File: src/rtl/complex_delay_line.sv
// Complex (real/imag) sample delay line with a selectable delay of 0..DEPTH accepted samples.
//
// A DEPTH-entry shift register advances only on beats (in_valid=1 and flush=0). On a beat the
// output registers load either the incoming sample (D=0) or the pre-shift history tap h[D-1].
// out_valid is raised on a beat only when enough history exists for the requested delay.
//
// Ports:
//   clk        rising-edge clock
//   rst        asynchronous active-low reset, clears all state
//   in_valid   input sample accepted this cycle
//   in_real    signed real part of input sample
//   in_imag    signed imaginary part of input sample
//   delay_sel  requested delay in accepted samples, clamped to DEPTH
//   flush      synchronous clear of history and outputs, wins over in_valid
//   out_valid  registered, delayed sample valid
//   out_real   registered real part of delayed sample
//   out_imag   registered imaginary part of delayed sample
//   fill_cnt   registered count of samples held in history, saturates at DEPTH
module complex_delay_line #(
  parameter int unsigned WIDTH = 14,
  parameter int unsigned DEPTH = 16,
  parameter int unsigned SEL_W = $clog2(DEPTH + 1)
) (
  input  logic                    clk,
  input  logic                    rst,
  input  logic                    in_valid,
  input  logic signed [WIDTH-1:0] in_real,
  input  logic signed [WIDTH-1:0] in_imag,
  input  logic        [SEL_W-1:0] delay_sel,
  input  logic                    flush,
  output logic                    out_valid,
  output logic signed [WIDTH-1:0] out_real,
  output logic signed [WIDTH-1:0] out_imag,
  output logic        [SEL_W-1:0] fill_cnt
);

  logic signed [WIDTH-1:0] h_real [DEPTH];
  logic signed [WIDTH-1:0] h_imag [DEPTH];

  logic                    beat;
  logic        [SEL_W-1:0] d_eff;
  logic signed [WIDTH-1:0] tap_real;
  logic signed [WIDTH-1:0] tap_imag;

  assign beat = in_valid & ~flush;

  // Clamp out-of-range requests to the deepest tap.
  always_comb begin
    d_eff = delay_sel;
    if (32'(delay_sel) > DEPTH) begin
      d_eff = SEL_W'(DEPTH);
    end
  end

  // Tap mux: D=0 bypasses the history, D>=1 selects the pre-shift entry h[D-1].
  always_comb begin
    tap_real = in_real;
    tap_imag = in_imag;
    for (int k = 0; k < int'(DEPTH); k++) begin
      if (d_eff == SEL_W'(k + 1)) begin
        tap_real = h_real[k];
        tap_imag = h_imag[k];
      end
    end
  end

  always_ff @(posedge clk or negedge rst) begin
    if (!rst) begin
      for (int k = 0; k < int'(DEPTH); k++) begin
        h_real[k] <= '0;
        h_imag[k] <= '0;
      end
      out_valid <= 1'b0;
      out_real  <= '0;
      out_imag  <= '0;
      fill_cnt  <= '0;
    end else if (flush) begin
      for (int k = 0; k < int'(DEPTH); k++) begin
        h_real[k] <= '0;
        h_imag[k] <= '0;
      end
      out_valid <= 1'b0;
      out_real  <= '0;
      out_imag  <= '0;
      fill_cnt  <= '0;
    end else if (beat) begin
      h_real[0] <= in_real;
      h_imag[0] <= in_imag;
      for (int k = 1; k < int'(DEPTH); k++) begin
        h_real[k] <= h_real[k-1];
        h_imag[k] <= h_imag[k-1];
      end
      out_real  <= tap_real;
      out_imag  <= tap_imag;
      // Compared against the pre-update count, so a delay increase with enough
      // existing history produces no gap.
      out_valid <= (fill_cnt >= d_eff);
      if (32'(fill_cnt) < DEPTH) begin
        fill_cnt <= fill_cnt + 1'b1;
      end
    end else begin
      // Idle cycle: data holds, valid drops.
      out_valid <= 1'b0;
    end
  end

endmodule

File: config.mk
export PLATFORM = sky130hd
export DESIGN_NAME = complex_delay_line
export DESIGN_NICKNAME = d
export VERILOG_FILES = /design/src/rtl/complex_delay_line.sv
export SDC_FILE = /design/constraint.sdc
export NUM_CORES = 1
export LEC_CHECK = 0
export ABC_AREA = 1
export CAP_MARGIN = 20
export CORE_AREA = 2 2 226 228
export CTS_CLUSTER_DIAMETER = 200
export CTS_CLUSTER_SIZE = 28
export DETAILED_ROUTE_END_ITERATION = 10
export DIE_AREA = 0 0 228 230
export PLACE_DENSITY = 0.71
export SLEW_MARGIN = 20
export SYNTH_ARGS = -nofsm -noshare
export SYNTH_HDL_FRONTEND = slang
export SYNTH_SLANG_ARGS = --single-unit
File: constraint.sdc
create_clock -name clk -period 1.8 [get_ports clk]
set_input_delay 0.36 -clock clk [delete_from_list [all_inputs] [get_ports clk]]
set_output_delay 0.36 -clock clk [all_outputs]
set_load 0.03 [all_outputs]
Word level (Yosys, flattened, before mapping):

Index checks and enable logic that the tools add are counted.

* add/sub/neg operators: 1
* multiply operators: 0
* div/mod/pow operators: 0
* magnitude comparators: 3
* equal/unequal tests: 16
* shift operators: 0
* multiplexer cells: 46
* bitwise gates (word level): 2
* reductions and logical operators: 3

Operators by type and width (number)
* two-way mux 224 bit: 4
* two-way mux 14 bit: 36
* equality test 5 x 4 -> 1 bit (second input constant): 8
* equality test 5 x 3 -> 1 bit (second input constant): 4
* two-way mux 5 bit: 4
* equality test 5 x 2 -> 1 bit (second input constant): 2
* adder 5 x 1 -> 5 bit (second input constant): 1
* equality test 5 x 1 -> 1 bit (second input constant): 1
* equality test 5 bit (second input constant): 1
* >= comparator 5 bit: 1
* greater-than comparator 5 bit (second input constant): 1
* < comparator 5 bit (second input constant): 1
* nonzero test 2 bit: 2
* two-way mux 1 bit: 2
* AND reduction 2 bit: 1
* AND 1 bit: 1
* inverter 1 bit: 1

* flip-flop bits (word level): 482
* bits in latches: 0
* memory bits (writable): 0
* bits in read-only memories: 0
* output and inout bits: 34
* memories kept: 0

Logic depth before layout (Yosys ltp):

* depth in word-level cells: 21
* depth in mapped cells: 26

Least setup slack after synthesis:

OpenSTA, ideal clock, no wires.

* path type: input-to-reg
* start: input delay_sel[0]
* end: register out_imag[10]
* setup time: 0.117 ns
* data arrival time: 2.031 ns
* path slack: -0.348 ns
* stages: 20
* path buffers: 2
* cell sequence: nor2_1 -> nand3_1 -> a21oi_1 -> inv_1 -> nor2_1 -> inv_1 -> nor2_4 -> inv_1 -> clkbuf_1 -> clkbuf_1 -> nand3_1 -> nand3_1 -> nand3_1 -> nand3_1 -> nand3_1 -> nand2_1 -> nand2_1 -> nand2_1 -> nand2_1 -> nand2_1

* longest elaborated chain between the ends: 21
* elaborated cells between the ends (all ways): 36

Ends and longest elaborated chain
* start: declaration: line 29 `input logic [SEL_W-1:0] delay_sel,`
* greater-than comparator 5 bit: line 50 `if (32'(delay_sel) > DEPTH) begin`
* two-way mux 5 bit (*): line 50
* equality test 5 x 1 -> 1 bit: line 60 `if (d_eff == SEL_W'(k + 1)) begin`
* two-way mux 14 bit (15 in a row): line 60
* two-way mux 14 bit (*): line 60
* two-way mux 14 bit (*): line 86 `end else if (beat) begin`
* two-way mux 14 bit (*): line 77 `end else if (flush) begin`
* end signal: assignment: line 94 `out_imag <= tap_imag;`
* end: declaration: line 33 `output logic signed [WIDTH-1:0] out_imag,`

Every way passes the cells marked *; elsewhere a longest branch is shown, timed or not. The select of a mux whose other input is x is not followed.
A chain may end at the register's enable or synchronous reset.

Worst setup path after layout:

* start: input delay_sel[1]
* end: register out_real[1]

* longest elaborated chain between the ends: 21
* elaborated cells between the ends (all ways): 36

Ends and longest elaborated chain
* greater-than comparator 5 bit: line 50
* two-way mux 5 bit (*): line 50
* equality test 5 x 1 -> 1 bit: line 60
* two-way mux 14 bit (15 in a row): line 60
* two-way mux 14 bit (*): line 60
* two-way mux 14 bit (*): line 86
* two-way mux 14 bit (*): line 77
* end signal: assignment: line 93 `out_real <= tap_real;`
* end: declaration: line 32 `output logic signed [WIDTH-1:0] out_real,`

Marks and branches as above.

==> metrics.cfg <==
[placement]
hpwl_mm=40.3
place_area_sq_um=25500
gp_congestion=0.850
dp_cells=3478
dpl_worst_slack_ns=-1.37
placement.io_buffers=70

[worst_setup_path]
arrival_ns=2.78
critPathMaxStageDelay_ns=0.22
path_common_cell=nand2_1
end_kind=flop
cpLargestDelayFamily=simple AND/OR/NAND/NOR gates
critPathSlowestCell=a21oi_2
r2r_end=out_real[8]$_DFFE_PN0P_
crit_buf_inv=8
reg2reg_depth=20
required_ns=2.30
rrSetupSlack_ns=-0.29
crit_type=primary input to flop
crit_start=delay_sel[1]
reg2reg_from=h_real[218]$_DFFE_PN0P_
worst-path-max-fanout=7
critPathLaunchType=primary input

[floorplan]
floorplan.die.width_microns=228
floorplan.initialDensity_pct=44.6
design.portCount=71
die_area_sq_um=52400
design.core.area_sq_um=49900
rows=82
fp.dieH_microns=230

[synthesis]
synth_fa_ha_area_share_pct=0.338
syn-num-nets=2748
yosysWarnings=0
yosysSeqAreaShare_pct=54.2
yosys.area_share.simple_pct=15.2
synth_mux_area_share_pct=0
synthArstFlopShare_pct=100
syn_inst=2705
ys_dominant_reg_cell=dfrtp_1
synth_xor_area_share_pct=0
synth_edf_count=0
synth_top_family_by_area=compound AO/OA/AOI/OAI gates
syn_area_sq_um=22200
synth_compound_area_share_pct=18.2
postSynthAreaPerCell_sq_um=8.22
synthDistinctLibCells=24
ys_ff_latch=482

[routing]
routed-via-count=19958
ant_nets=0
drc_errors=0
drt_iter0_drc=1658
vias_per_cell=5.57
routedWlPerCell_microns=18.2
wl_mm=65.1
drt_pass1_iterations=5

[cells_and_area]
nets=2956
fillers=4130
drive_above_1_share_pct=21.3
regArea_sq_um=12100
final_core_util_pct=57.6
final_cells=3584
final_area_sq_um=28700
multi_input_area_sq_um=8740
area_delta_synth_final_pct=29.2
n_antenna_cell=0

[sta]
slew-limit-headroom_pct=57.6
setup_slack_ns=-0.487
rsz0062_at_grt=true
hold_violations=0
slew_viol_final=0
final.min_clock_period_ns=2.29
skew_ns=0.0312
setup_viol=29
tightestPinTransition_ns=0.636
fmax_ghz=0.437
period_share_pct=127

[power_and_ir_drop]
power.density_nw_per_um2=689
ir_worst_vdd_uv=559
power.total_mw=19.8
p_leak_nw=13.2

[clocking]
cts_max_level=1
cts_buffers=21
clk_path_buf_depth=3
cts_tree=yes
clk_pin_slew_worst_paths_ns=0.11
clock_sinks=482
clockRootBuffer=clkbuf_16
clock_latency_ns=0.57

[status]
violations=negative setup slack
status=complete, but fails checks

[grt]
antenna_found_initial=0
track_usage_pct=24.3
grt_pass1_vias=20226
grt_remaining_overflow=0
grt_max_degree=75
grt_pass1_wl_mm=106

[hold_path]
hp-class=primary input to async pin

[flow_run]
drv_cap=0

[worst max path at each step]
stage / slack (ns) / end / cells after the start
after CTS: -0.32 / out_imag[11]$_DFFE_PN0P_ / 28
after floorplan: -0.26 / out_real[0]$_DFFE_PN0P_ / 20
after global routing: -0.65 / out_imag[11]$_DFFE_PN0P_ / 25
after global placement: -1.32 / out_real[13]$_DFFE_PN0P_ / 23
final: -0.49 / out_real[1]$_DFFE_PN0P_ / 25
after detailed placement: -1.37 / out_imag[9]$_DFFE_PN0P_ / 23
[metal layers]
layer | part of all wire, % | global-route usage [%]
met5 | 0 | 0
met1 | 42 | 32.6
met3 | 5.3 | 2.81
met4 | 3.8 | 9.27
met2 | 49 | 40.8
[cell families after synthesis]
group | count (synthesis)
and+or+nand+nor | 822
adders and majority gates | 6
DFF | 482
AOI/OAI and AO/OA | 697
buffers and inverters | 698
[placed cells by master (no fill, tap or decap), drive strengths merged]
cell	count
dlygate4sd2	28
o31ai	1
a21oi	202
nand3	217
bufbuf	3
dfrtp	482
o211ai	9
o21ai	63
dlygate4sd3	1
o22ai	420
o21bai	1
clkinv	6
clkbuf	23
nand2	583
clkdlybuf4s50	30
nor2	22
clkdlybuf4s15	4
buf	307
a21o	1
ha	6
inv	503
[cells in the mapped netlist, types with 4 or more instances]
cell type / count / area (sq um)
inv_1: 494 / 1850
clkinv_1: 4 / 15.0
buf_1: 4 / 15.0
o211ai_1: 9 / 67.6
o22ai_1: 420 / 2630
nand2_1: 581 / 2180
o21ai_0: 60 / 300
clkbuf_1: 150 / 563
dfrtp_1: 482 / 12100
nand3_1: 217 / 1090
nor2_1: 19 / 71.3
inv_2: 10 / 37.5
a21oi_1: 202 / 1010
buf_2: 34 / 170
ha_1: 6 / 75.1
[timing repair]
item | CTS | global route
endpoints found under the hold margin | 26 | 0
hold buffers | 1 | 0
setup buffers | 53 | 10
gates resized for setup | 362 | 80
setup endpoints to repair | 63 | 33
pin swaps | 123 | 76
gates cloned | 22 | 0
[state kept, by name (all words and copies together) (netlist names)]
signal and flops:
out_imag 14, out_valid 1, h_imag 224, fill_cnt 5, out_real 14, h_real 224
[power by group]
group	switching (mW)	internal, mW	leakage, nW
clock network	3.41	2.15	0.270
registers	0.0613	10.9	6.69
logic	2.00	1.24	6.20
[layout make-up]
type | instances | share of cell area [%]
repair buffers | 375 | 15.8
inverters | 508 | 6.93
clock inverters | 1 | 0.105
well taps | 672 | 2.93
clock buffers | 21 | 1.83
flip-flops and latches | 482 | 42.0
multi-input cells | 1525 | 30.4
[stage by stage]
stage / setup TNS, ns / hold slack, ns
6_report: -11.81 / 0.293
5_1_grt: -14.91 / 0.311
4_1_cts: -7.46 / 0.286
3_5_place_dp: -43.54 / 0.287
3_3_place_gp: -39.98 / 0.287
2_1_floorplan: -6.13 / 0.0644
Power figures use the tool's default switching activity.
